<file path="config.mk">
export PLATFORM = sky130hd
export DESIGN_NAME = axi_master_req_arbiter
export DESIGN_NICKNAME = d
export VERILOG_FILES = /design/src/rtl/axi_master_req_arbiter.sv
export SDC_FILE = /design/constraint.sdc
export NUM_CORES = 1
export LEC_CHECK = 0
export ABC_AREA = 1
export BUFFER_PORTS_ARGS = -buffer_cell sky130_fd_sc_hd__buf_2
export CORE_MARGIN = 10
export CORE_UTILIZATION = 30
export DETAILED_ROUTE_END_ITERATION = 8
export MAX_ROUTING_LAYER = met4
export PLACE_DENSITY = 0.56
export SLEW_MARGIN = 25
export SYNTH_ARGS = -nofsm -noshare
export SYNTH_HDL_FRONTEND = slang
export SYNTH_SLANG_ARGS = --single-unit
</file>
<file path="constraint.sdc">
create_clock -name ACLK -period 1.3 [get_ports ACLK]
set_input_delay 0.26 -clock ACLK [delete_from_list [all_inputs] [get_ports ACLK]]
set_output_delay 0.26 -clock ACLK [all_outputs]
set_load 0.05 [all_outputs]
</file>
<file path="src/rtl/axi_master_req_arbiter.sv">
// Two-port request arbiter in front of a single-beat AXI read/write FSM pair.
// Optional watchdog: define ARB_TIMEOUT_EN to abort stalled transactions.
module axi_master_req_arbiter #(
  parameter int ADDR_W      = 32,
  parameter int DATA_W      = 32,
  parameter int ID_W        = 4,
  parameter int ID_BASE     = 0,
  parameter int TIMEOUT_CYC = 256
) (
  input  logic              ACLK,
  input  logic              ARESETn,
  input  logic              req0_valid,
  input  logic              req0_write,
  input  logic [ADDR_W-1:0] req0_addr,
  input  logic [DATA_W/8-1:0] req0_wstrb,
  input  logic [DATA_W-1:0] req0_wdata,
  output logic              req0_gnt,
  output logic              req0_done,
  output logic [DATA_W-1:0] req0_rdata,
  output logic              req0_err,
  input  logic              req1_valid,
  input  logic              req1_write,
  input  logic [ADDR_W-1:0] req1_addr,
  input  logic [DATA_W/8-1:0] req1_wstrb,
  input  logic [DATA_W-1:0] req1_wdata,
  output logic              req1_gnt,
  output logic              req1_done,
  output logic [DATA_W-1:0] req1_rdata,
  output logic              req1_err,
  output logic              m_read_signal,
  output logic              m_write_signal,
  output logic [ADDR_W-1:0] m_addr,
  output logic [DATA_W/8-1:0] m_wstrb,
  output logic [DATA_W-1:0] m_wdata,
  output logic [ID_W-1:0]   m_id,
  input  logic              m_rd_busy,
  input  logic              m_wr_busy,
  input  logic              m_rvalid,
  input  logic              m_rlast,
  input  logic [DATA_W-1:0] m_rdata,
  input  logic              m_bdone
);

  localparam int SW = DATA_W / 8;

  localparam logic [1:0] IDLE    = 2'd0;
  localparam logic [1:0] ISSUE   = 2'd1;
  localparam logic [1:0] WAIT_RD = 2'd2;
  localparam logic [1:0] WAIT_WR = 2'd3;

  logic [1:0]        state;
  logic              owner;
  logic              rr_ptr;
  logic              is_wr;
  logic              fin;

  logic              go;
  logic              win;
  logic              s_wr;
  logic [ADDR_W-1:0] s_addr;
  logic [SW-1:0]     s_wstrb;
  logic [DATA_W-1:0] s_wdata;

  always_comb begin
    go      = (req0_valid | req1_valid) & ~m_rd_busy & ~m_wr_busy;
    win     = (req0_valid & req1_valid) ? rr_ptr : req1_valid;
    s_wr    = win ? req1_write : req0_write;
    s_addr  = win ? req1_addr  : req0_addr;
    s_wstrb = win ? req1_wstrb : req0_wstrb;
    s_wdata = win ? req1_wdata : req0_wdata;
  end

  assign req0_gnt       = (state == ISSUE) & ~owner;
  assign req1_gnt       = (state == ISSUE) &  owner;
  assign m_write_signal = (state == ISSUE) &  is_wr;
  assign m_read_signal  = (state == ISSUE) & ~is_wr;
  assign req0_done      = fin & ~owner;
  assign req1_done      = fin &  owner;

`ifdef ARB_TIMEOUT_EN
  localparam int CW = $clog2(TIMEOUT_CYC + 1);
  logic [CW-1:0] cnt;
  logic          tmo;
  logic          fin_err;

  assign tmo      = (cnt == CW'(TIMEOUT_CYC - 1));
  assign req0_err = fin_err & ~owner;
  assign req1_err = fin_err &  owner;

  always_ff @(posedge ACLK or negedge ARESETn) begin
    if (!ARESETn) begin
      cnt <= '0;
    end else if (state == ISSUE) begin
      cnt <= '0;
    end else if (state == WAIT_RD || state == WAIT_WR) begin
      cnt <= cnt + 1'b1;
    end
  end
`else
  assign req0_err = 1'b0;
  assign req1_err = 1'b0;
`endif

  always_ff @(posedge ACLK or negedge ARESETn) begin
    if (!ARESETn) begin
      state      <= IDLE;
      owner      <= 1'b0;
      rr_ptr     <= 1'b0;
      is_wr      <= 1'b0;
      fin        <= 1'b0;
      m_addr     <= '0;
      m_wstrb    <= '0;
      m_wdata    <= '0;
      m_id       <= '0;
      req0_rdata <= '0;
      req1_rdata <= '0;
`ifdef ARB_TIMEOUT_EN
      fin_err    <= 1'b0;
`endif
    end else begin
      fin <= 1'b0;
`ifdef ARB_TIMEOUT_EN
      fin_err <= 1'b0;
`endif
      unique case (state)
        IDLE: begin
          if (go) begin
            state   <= ISSUE;
            owner   <= win;
            rr_ptr  <= ~win;
            is_wr   <= s_wr;
            m_addr  <= s_addr;
            m_wstrb <= s_wr ? s_wstrb : '0;
            m_wdata <= s_wr ? s_wdata : '0;
            m_id    <= ID_W'(ID_BASE) + ID_W'(win);
          end
        end
        ISSUE: begin
          state <= is_wr ? WAIT_WR : WAIT_RD;
        end
        WAIT_RD: begin
          if (m_rvalid && m_rlast) begin
            state <= IDLE;
            fin   <= 1'b1;
            if (owner) req1_rdata <= m_rdata;
            else       req0_rdata <= m_rdata;
          end
`ifdef ARB_TIMEOUT_EN
          else if (tmo) begin
            state   <= IDLE;
            fin     <= 1'b1;
            fin_err <= 1'b1;
          end
`endif
        end
        WAIT_WR: begin
          if (m_bdone) begin
            state <= IDLE;
            fin   <= 1'b1;
          end
`ifdef ARB_TIMEOUT_EN
          else if (tmo) begin
            state   <= IDLE;
            fin     <= 1'b1;
            fin_err <= 1'b1;
          end
`endif
        end
        default: state <= IDLE;
      endcase
    end
  end

endmodule
</file>
==> run metrics, run 1 <==
grt total ovfl 0; area leader, netlist dfrtp_1; initial antenna violation count 1; Reg clk slew, reported paths 0.07 ns; Die Wd ~160 µm; post-DP HPWL between 15000 and 20000 µm; number of CTS-inserted buffers 17; P_leak 6.429 nW; post-route insts no fill 1481; total negative slack -31.77 ns; Max Slew Vio Count 0; Internal between 15 and 20 mW; Die ar. ~27000 µm²; FILL cells about 1800; R2R Setup Slk -0.31 ns; clock buffer depth 2; synthesized area per cell between 7 and 8 µm²; die height about 160 µm; RSZ-0062 raised after global routing true; vias in the first global route slightly below 7000; worst r2r src state[1]; largest net degree at the start of global routing 50; Flop pwr share 25.0%; wire length of the first global-routing pass roughly 37000 µm; crit end category register; Hold Path Depth 3; Gate power share a little under 60%; Initial Utilization a little under a third; Top Ports between 300 and 400; post-detailed-route via-to-cell ratio ~4.6; worst r2r dst req1_rdata[20]; Hold Crit Class in -> reg; Worst Reg-to-Reg Cells 9; fin crit period around 1.6 ns; Placed Cells incl. Taps approximately 1400; PwrDens roughly 2700 nW/µm²; Psw ~15 mW; VDD IR max between 0.001 and 0.0015 V; register bit total from synthesis 138; CP Launch Type register; Final Power 31.85 mW; fmax between 0.6 and 0.7 GHz; Hold Path End req0_rdata[10]; area of the mapped netlist 6297 µm²; Port Buffers ~320; via count a little under 7000; Post-synth EDFFs 0; Clk Latency, worst-skew pair 0.41 ns; residual DRC count 0; Most used DFF post-synth dfrtp_1; Clk pwr share 17.0%; CTS HTree Levels 4; CP max FO 14; fraction of registers with async set/reset 100.0%; Hold Vio Cnt, Final 0; most common cell in the netlist nand2_1; maxcap violations 0; ranking of synthesized cells by area dfrtp_1 55%, nand2_1 25%, nand3_1 5.8%; crit path DAT 1.89 ns; Unique masters post-synth 19; clock root cell clkbuf_16; Setup WS pre-CTS -0.1271 ns; Nets 1376; Post-Syn Instances roughly 810; All-Layer GR Usage a little under a fifth; endpoints failing setup approximately 150; Seq/Total Area, Yosys ~55%; status finished, violations left; drt pass-1 iters 4; critical hold path startpoint m_rdata[10]; top post-synthesis cells by count 413 x nand2_1, 138 x dfrtp_1, 73 x nand3_1, 41 x inv_1, 35 x o21ai_0; synthesis-to-layout area growth 88.77%; Routed WL between 20000 and 30000 µm; routability cong. 0.8263; DRT antenna net count 0; share of layout cells above drive strength 1 a little under three fifths; Synth warnings 0; area share of the largest cell type after synthesis 54.84%; post-route setup slack -0.3093 ns; Core Box Area ~20000 µm²; Crit Path Class reg -> reg; DRT iter0 DRCs between 300 and 400; failing checks setup timing; CP required approximately 1.6 ns; CTS tree yes; switching part of the total 48.59%; std cell rows between 50 and 60; post-DR wirelength/cell around 19 µm; Clock Skews approximately 0.012 ns; Final period util 123.8%; clock sinks ~140
## registers in the layout (all words and copies together), names as in the netlist
signal and flops:
fin 1, m_addr 32, rr_ptr 1, req1_rdata 32
m_wstrb 4, owner 1, m_wdata 32, state 2
req0_rdata 32, is_wr 1
## how the worst max path moves through the flow
stage	startpoint	cells past startpoint	end
finish	state[1]	9	req1_rdata[20]
global route	state[1]	9	req1_rdata[20]
CTS	state[1]	5	m_write_signal
detailed placement	m_rd_busy	9	m_wdata[22]
global placement	m_rd_busy	9	m_wstrb[1]
floorplan	state[1]	3	m_read_signal
## critical path, stage by stage, from the launching register on
cell and delay (ns):
dfrtp_1 0.38, inv_2 0.06, buf_4 0.13, buf_6 0.11, nor2_4 0.12, buf_6 0.14
nand4_4 0.18, buf_6 0.22, nand2_1 0.06, o21ai_0 0.08
## logic make-up after synthesis
group	share of synthesized area, %
AO/OA/AOI/OAI	5.484
AND/OR/NAND/NOR	32.29
other	0.05955
flip-flops	54.84
buffers and inverters	7.332
## placed cells by master, fill, tap and decap left out, types with 31 or more instances in the layout
master       n
buf_2      177
nand2_1    277
nand3_1     50
dfrtp_1    133
clkbuf_16   33
buf_4       92
buf_6       75
nand2_2     90
o21ai_2     31
inv_1       38
nand2_4     47
## power groups by stage
stage               logic, mW  clock network (mW)  registers (mW)
finish                   18.5                5.41            7.95
global route             19.4                5.70            8.19
CTS                      16.0                5.52            7.42
detailed placement       13.8                   0            7.33
global placement         13.7                   0            7.34
floorplan                3.16                   0            13.9
## per-stage QoR
stage | cell area [µm²] | utilization [%] | hold WS, ns
after floorplan | 6330 | - | -0.03559
after global placement | 8396 | 41.10 | 0.1263
after detailed placement | 8396 | 41.10 | 0.1234
after CTS | 10210 | 49.98 | 0.08218
after global routing | 11890 | 58.19 | 0.09426
final | 11890 | 58.19 | 0.09873
## cell type report
cell class | count | area (µm²) | area share (%)
Antenna cell | 1 | 2.502 | 0.02105
Clock buffer | 19 | 452.9 | 3.810
Clock inverter | 13 | 205.2 | 1.726
Inverter | 43 | 176.4 | 1.484
Multi-Input combinational cell | 577 | 3292 | 27.69
Sequential cell | 138 | 3460 | 29.10
Tap cell | 270 | 337.8 | 2.842
Timing Repair Buffer | 419 | 3950 | 33.23
Timing Repair inverter | 1 | 11.26 | 0.09473
## routing by layer
layer  GRT usage [%]  vias up  wire length [µm]
li1                -     3310                 -
met1           20.98     3263             11090
met2           30.34      244             14430
met3           3.659       34              1557
met4           6.602        0               516
met5               -        -                 0
## timing repair
action,4_1_cts,5_1_grt
gates cloned,18,22
pin swaps,6,83
setup endpoints to repair,206,183
buffers inserted,19,23
hold buffers,1,0
gates resized for setup,166,394
hold endpoints to repair,138,0
Note: power is estimated with default switching activity, not from simulation.
==> inputs of run 2 (changes only) <==
--- a/config.mk
+++ b/config.mk
@@ -10,6 +10,8 @@
 export CORE_MARGIN = 10
 export CORE_UTILIZATION = 30
 export DETAILED_ROUTE_END_ITERATION = 8
+export GPL_TIMING_DRIVEN = 0
+export HOLD_SLACK_MARGIN = 0.08
 export MAX_ROUTING_LAYER = met4
 export PLACE_DENSITY = 0.56
 export SLEW_MARGIN = 25
==> run 2 against run 1 <==
The run still ends with setup timing left. Cell count is 2.0% higher. Combinational power is 8% lower. Register-to-register slack better by 0.099 ns. Final area is 6.4% lower. Utilization is 3.7 points lower. Count of clock-buffer cells in the layout is 2 lower. Wire length is 5.7% lower. Clock skew is 0.0023 ns lower. Global-route usage is 0.091 points higher.
==> run metrics, run 2 (synthesized netlist as in run 1, its figures left out) <==
CP startpoint state[0]; CP Launch Type register; Clock Skews 0.009485 ns; largest net degree at the start of global routing about 90; std cell rows 52; post-route setup slack -0.2472 ns; share of layout cells above drive strength 1 between 40% and 50%; CP required ~1.0 ns; vias in the first global route 6783; CP max FO 5; endpoints failing setup 137; DRT antenna net count 0; Crit Path Class reg -> out; status finished, violations left; worst path cell trace nand2_4 -> nor2_2 -> buf_6; Final Power roughly 29 mW; most common cell after layout, fill and taps aside nand2_1; post-route insts no fill ~1500; fin crit period approximately 1.5 ns; grt total ovfl 0; fmax 0.6463 GHz; crit path DAT ~1.3 ns; Final Util 54.48%; Final period util 119.0%; crit end category primary output; CTS tree yes; Port Buffers 317; synthesis-to-layout area growth 76.73%; worst r2r src state[1]; critical path's slowest cell dfrtp_2; wire length of the first global-routing pass approximately 38000 µm; RSZ-0062 raised after global routing true; clock sinks 138; critical hold path startpoint m_rdata[23]; routability cong. 0.8629; PwrDens approximately 2600 nW/µm²; clock root cell clkbuf_16; Max Slew Vio Count 0; Die ar. 27190 µm²; residual DRC count 0; crit-path leading delay family flip-flops; post-DR wirelength/cell about 17 µm; post-DP HPWL 18220 µm; drt pass-1 iters 5; CTS HTree Levels 4; failing checks setup timing; diodes inserted 0; post-detailed-route via-to-cell ratio ~4.5; most frequent cells in the layout 373 x nand2_1, 185 x buf_2, 136 x dfrtp_1; number of CTS-inserted buffers 17; VDD IR max about 0.0010 V; Placed Cells incl. Taps around 1400; via count between 6000 and 7000; R2R Setup Slk -0.21 ns; Routed WL about 26000 µm; Initial Utilization approximately 30%; Reg clk slew, reported paths roughly 0.070 ns; Clk Latency, worst-skew pair approximately 0.42 ns; Hold Vio Cnt, Final 0; Top Ports between 300 and 400; die height 164.9 µm; Hold Crit Class in -> reg; Die Wd ~160 µm; Nets roughly 1400; WP buf/inv 1; Crit path largest cell delay 0.45 ns; initial antenna violation count 0; All-Layer GR Usage a little under a fifth; P_leak between 6 and 7 nW; DRT iter0 DRCs 365; maxcap violations 0; clock buffer depth 2; Core Box Area about 20000 µm²
## run 2: worst reg2reg max path: stages (launching register included)
cell and delay, ns:
dfrtp_1 0.36, inv_2 0.06, buf_4 0.14, nor2_4 0.12, buf_6 0.12, nand4_4 0.13, buf_12 0.18, clkbuf_16 0.16
nand2_1 0.07, o21ai_0 0.07
## run 2: final cells by class
type	count	area (µm²)
Multi-Input combinational cell	577	2686
Fill cell	1928	9300
Sequential cell	138	3456
Buffer	53	651.9
Tap cell	270	337.8
Timing Repair Buffer	397	3248
Inverter	43	172.7
Clock buffer	17	425.4
Clock inverter	15	151.4
## run 2: metal layers
layer,wire [µm],GRT usage (%),vias up
met2,12940,29.26,214
met5,0,-,-
li1,-,-,3359
met1,11170,22.47,3155
met3,1501,3.734,25
met4,419,5.596,0
## run 2: path summary, 6_finish.rpt
kind,endpoint,cells past startpoint
hold / removal,req1_rdata[23],3
setup / recovery,m_read_signal,3
hold reg to reg,m_addr[10],2
setup reg to reg,req1_rdata[16],9
max in group asynchronous,owner,3
min in group asynchronous,m_wdata[8],2
## run 2: through the flow
step / cell area, µm² / setup TNS [ns] / hold slack, ns / setup slack [ns]
finish: 11130 / -18.47 / 0.09877 / -0.2472
global route: 11130 / -29.30 / 0.1000 / -0.3013
CTS: 10020 / -20.76 / 0.08137 / -0.2488
detailed placement: 8292 / -32.44 / 0.1996 / -0.4668
global placement: 8254 / -326.93 / 0.4572 / -2.167
floorplan: 6330 / -0.3038 / -0.03559 / -0.1013
## run 2: where the power goes
part | total, mW | switching, mW | leakage [nW] | internal (mW)
registers | 7.63 | 1.37 | 1.76 | 6.26
clock network | 4.74 | 2.19 | 0.282 | 2.56
logic | 17.0 | 11.1 | 4.18 | 5.83
total | 29.3 | 14.7 | 6.22 | 14.6
## run 2: what timing repair did
item | 4_1_cts | 5_1_grt
endpoints found under the setup margin | 274 | 235
gates cloned | 10 | 15
pin swaps | 4 | 16
hold buffers | 12 | 0
hold endpoints to repair | 65 | 0
buffers inserted | 27 | 17
resized for setup | 225 | 280
==> inputs of run 3 (changes only) <==
--- a/config.mk
+++ b/config.mk
@@ -14,6 +14,7 @@
 export HOLD_SLACK_MARGIN = 0.08
 export MAX_ROUTING_LAYER = met4
 export PLACE_DENSITY = 0.56
+export RECOVER_POWER = 25
 export SLEW_MARGIN = 25
 export SYNTH_ARGS = -nofsm -noshare
 export SYNTH_HDL_FRONTEND = slang
==> run 3 against run 2 <==
The run still ends with setup timing left. Cell count stayed put. Power hardly changed. Worst setup slack stayed put.
==> run metrics, run 3 (synthesized netlist as in run 1, its figures left out) <==
P_leak a little over 6 nW; Hold Vio Cnt, Final 0; endpoints failing setup ~230; fin area between 10000 and 15000 µm²; R2R Setup Slk -0.21 ns; share of layout cells above drive strength 1 around 45%; Die Wd 164.9 µm; Clk pwr share roughly 16%; CP Launch Type register; Psw approximately 15 mW; Hold Crit Class in -> reg; Initial Utilization a little under a third; All-Layer GR Usage 18.14%; PwrDens 2637 nW/µm²; switching part of the total 50.06%; most common cell after layout, fill and taps aside nand2_1; Clock Skews roughly 0.0095 ns; Setup WS pre-CTS -0.4668 ns; Final Util a little over half; RSZ-0062 raised after global routing true; clock root cell clkbuf_16; Die ar. between 20000 and 30000 µm²; drt pass-1 iters 5; largest net degree at the start of global routing 89; worst-margin pin slew between 0.7 and 0.8 ns; most frequent cells in the layout 373 x nand2_1, 185 x buf_2, 136 x dfrtp_1; DRT iter0 DRCs about 370; CTS HTree Levels 4; synthesis-to-layout area growth 76.61%; Routed WL ~26000 µm; worst r2r src state[1]; DRT antenna net count 0; CTS tree yes; wire length of the first global-routing pass 37560 µm; number of CTS-inserted buffers 17; post-DR wirelength/cell roughly 17 µm; Flop pwr share a little over a quarter; Hold Path End req1_rdata[23]; initial antenna violation count 0; CP max FO 5; critical hold path startpoint m_rdata[23]; Nets 1406; Gate power share 57.8%; maxcap violations 0; Post-DP Area 8292 µm²; FILL cells between 1500 and 2000; VDD IR max 0.001004 V; crit path DAT roughly 1.3 ns; Internal between 10 and 15 mW; status finished, violations left; routability cong. 0.8629; post-detailed-route via-to-cell ratio 4.472; Max Slew Vio Count 0; residual DRC count 0; Final period util 119.0%; Crit Path Class reg -> out; Clk Latency, worst-skew pair approximately 0.42 ns; Reg clk slew, reported paths about 0.070 ns; post-DP HPWL ~18000 µm; Core Box Area a little over 20000 µm²; Hold Path Depth 3; post-route insts no fill approximately 1500; grt total ovfl 0; failing checks setup timing; Worst Reg-to-Reg Cells 9; diodes inserted 0; clock sinks between 100 and 150; fmax 0.6463 GHz; Top Ports 323; clock buffer depth 2; vias in the first global route between 6000 and 7000; fin crit period ~1.5 ns; std cell rows between 50 and 60; Port Buffers ~320; Hold WS between 0.09 and 0.1 ns; worst r2r dst req1_rdata[16]; post-route setup slack -0.2472 ns; die height ~160 µm; CP required between 1 and 1.5 ns; via count 6753; normalized max-slew margin 48.22%; crit end category primary output; Placed Cells incl. Taps 1399
## run 3: changes by cell type in the layout (fill, tap and decap cells not counted), sizes merged
cell	before	now
clkbuf	45	46
buf	407	406
## run 3: cell type report
type                       count  area, µm²  share of cell area [%]
multi-input combinational    577       2686                   24.15
inverter                      43      172.7                   1.552
clock buffer                  17      425.4                   3.825
tap                          270      337.8                   3.037
sequential                   138       3456                   31.07
clock inverter                15      151.4                   1.361
timing repair buffer         397       3241                   29.14
buffer                        53      651.9                   5.861
## run 3: repair_timing
action                                  in CTS  in global routing
endpoints found under the hold margin       65                  0
hold buffers                                12                  0
gates cloned                                10                 15
pin swaps                                    4                 16
buffers inserted                            27                 17
endpoints found under the setup margin     274                235
resized for setup                          225                280
## run 3: per-layer routing
metal | wire length (µm) | global-route usage (%)
met4 | 419 | 5.596
met5 | 0 | -
met2 | 12940 | 29.26
met3 | 1501 | 3.734
met1 | 11170 | 22.47
## run 3: worst max-delay path, cell delays in order, from the launching register on
cell and delay [ns]:
dfrtp_2 0.45, nand2_4 0.12, nor2_2 0.12, buf_6 0.18
## run 3: worst max-delay path by stage
stage | end | depth (start not counted) | from
after CTS | m_write_signal | 3 | state[0]
after global placement | req1_rdata[22] | 1 | ARESETn
after floorplan | m_read_signal | 3 | state[1]
after global routing | req1_gnt | 3 | owner
final | m_read_signal | 3 | state[0]
after detailed placement | m_addr[21] | 9 | rr_ptr
## run 3: power groups by stage
stage	Combinational (mW)	Sequential (mW)	Clock (mW)
after floorplan	3.16	13.9	0
after global placement	13.5	7.26	0
after detailed placement	13.6	7.30	0
after CTS	15.2	7.37	4.88
after global routing	17.9	7.87	5.02
final	17.0	7.63	4.74
## run 3: per-stage QoR
stage	power, mW	TNS (ns)
4_1_cts	27.46	-20.76
6_report	29.32	-22.74
5_1_grt	30.76	-50.70
3_3_place_gp	20.77	-326.93
2_1_floorplan	17.07	-0.3038
3_5_place_dp	20.88	-32.44
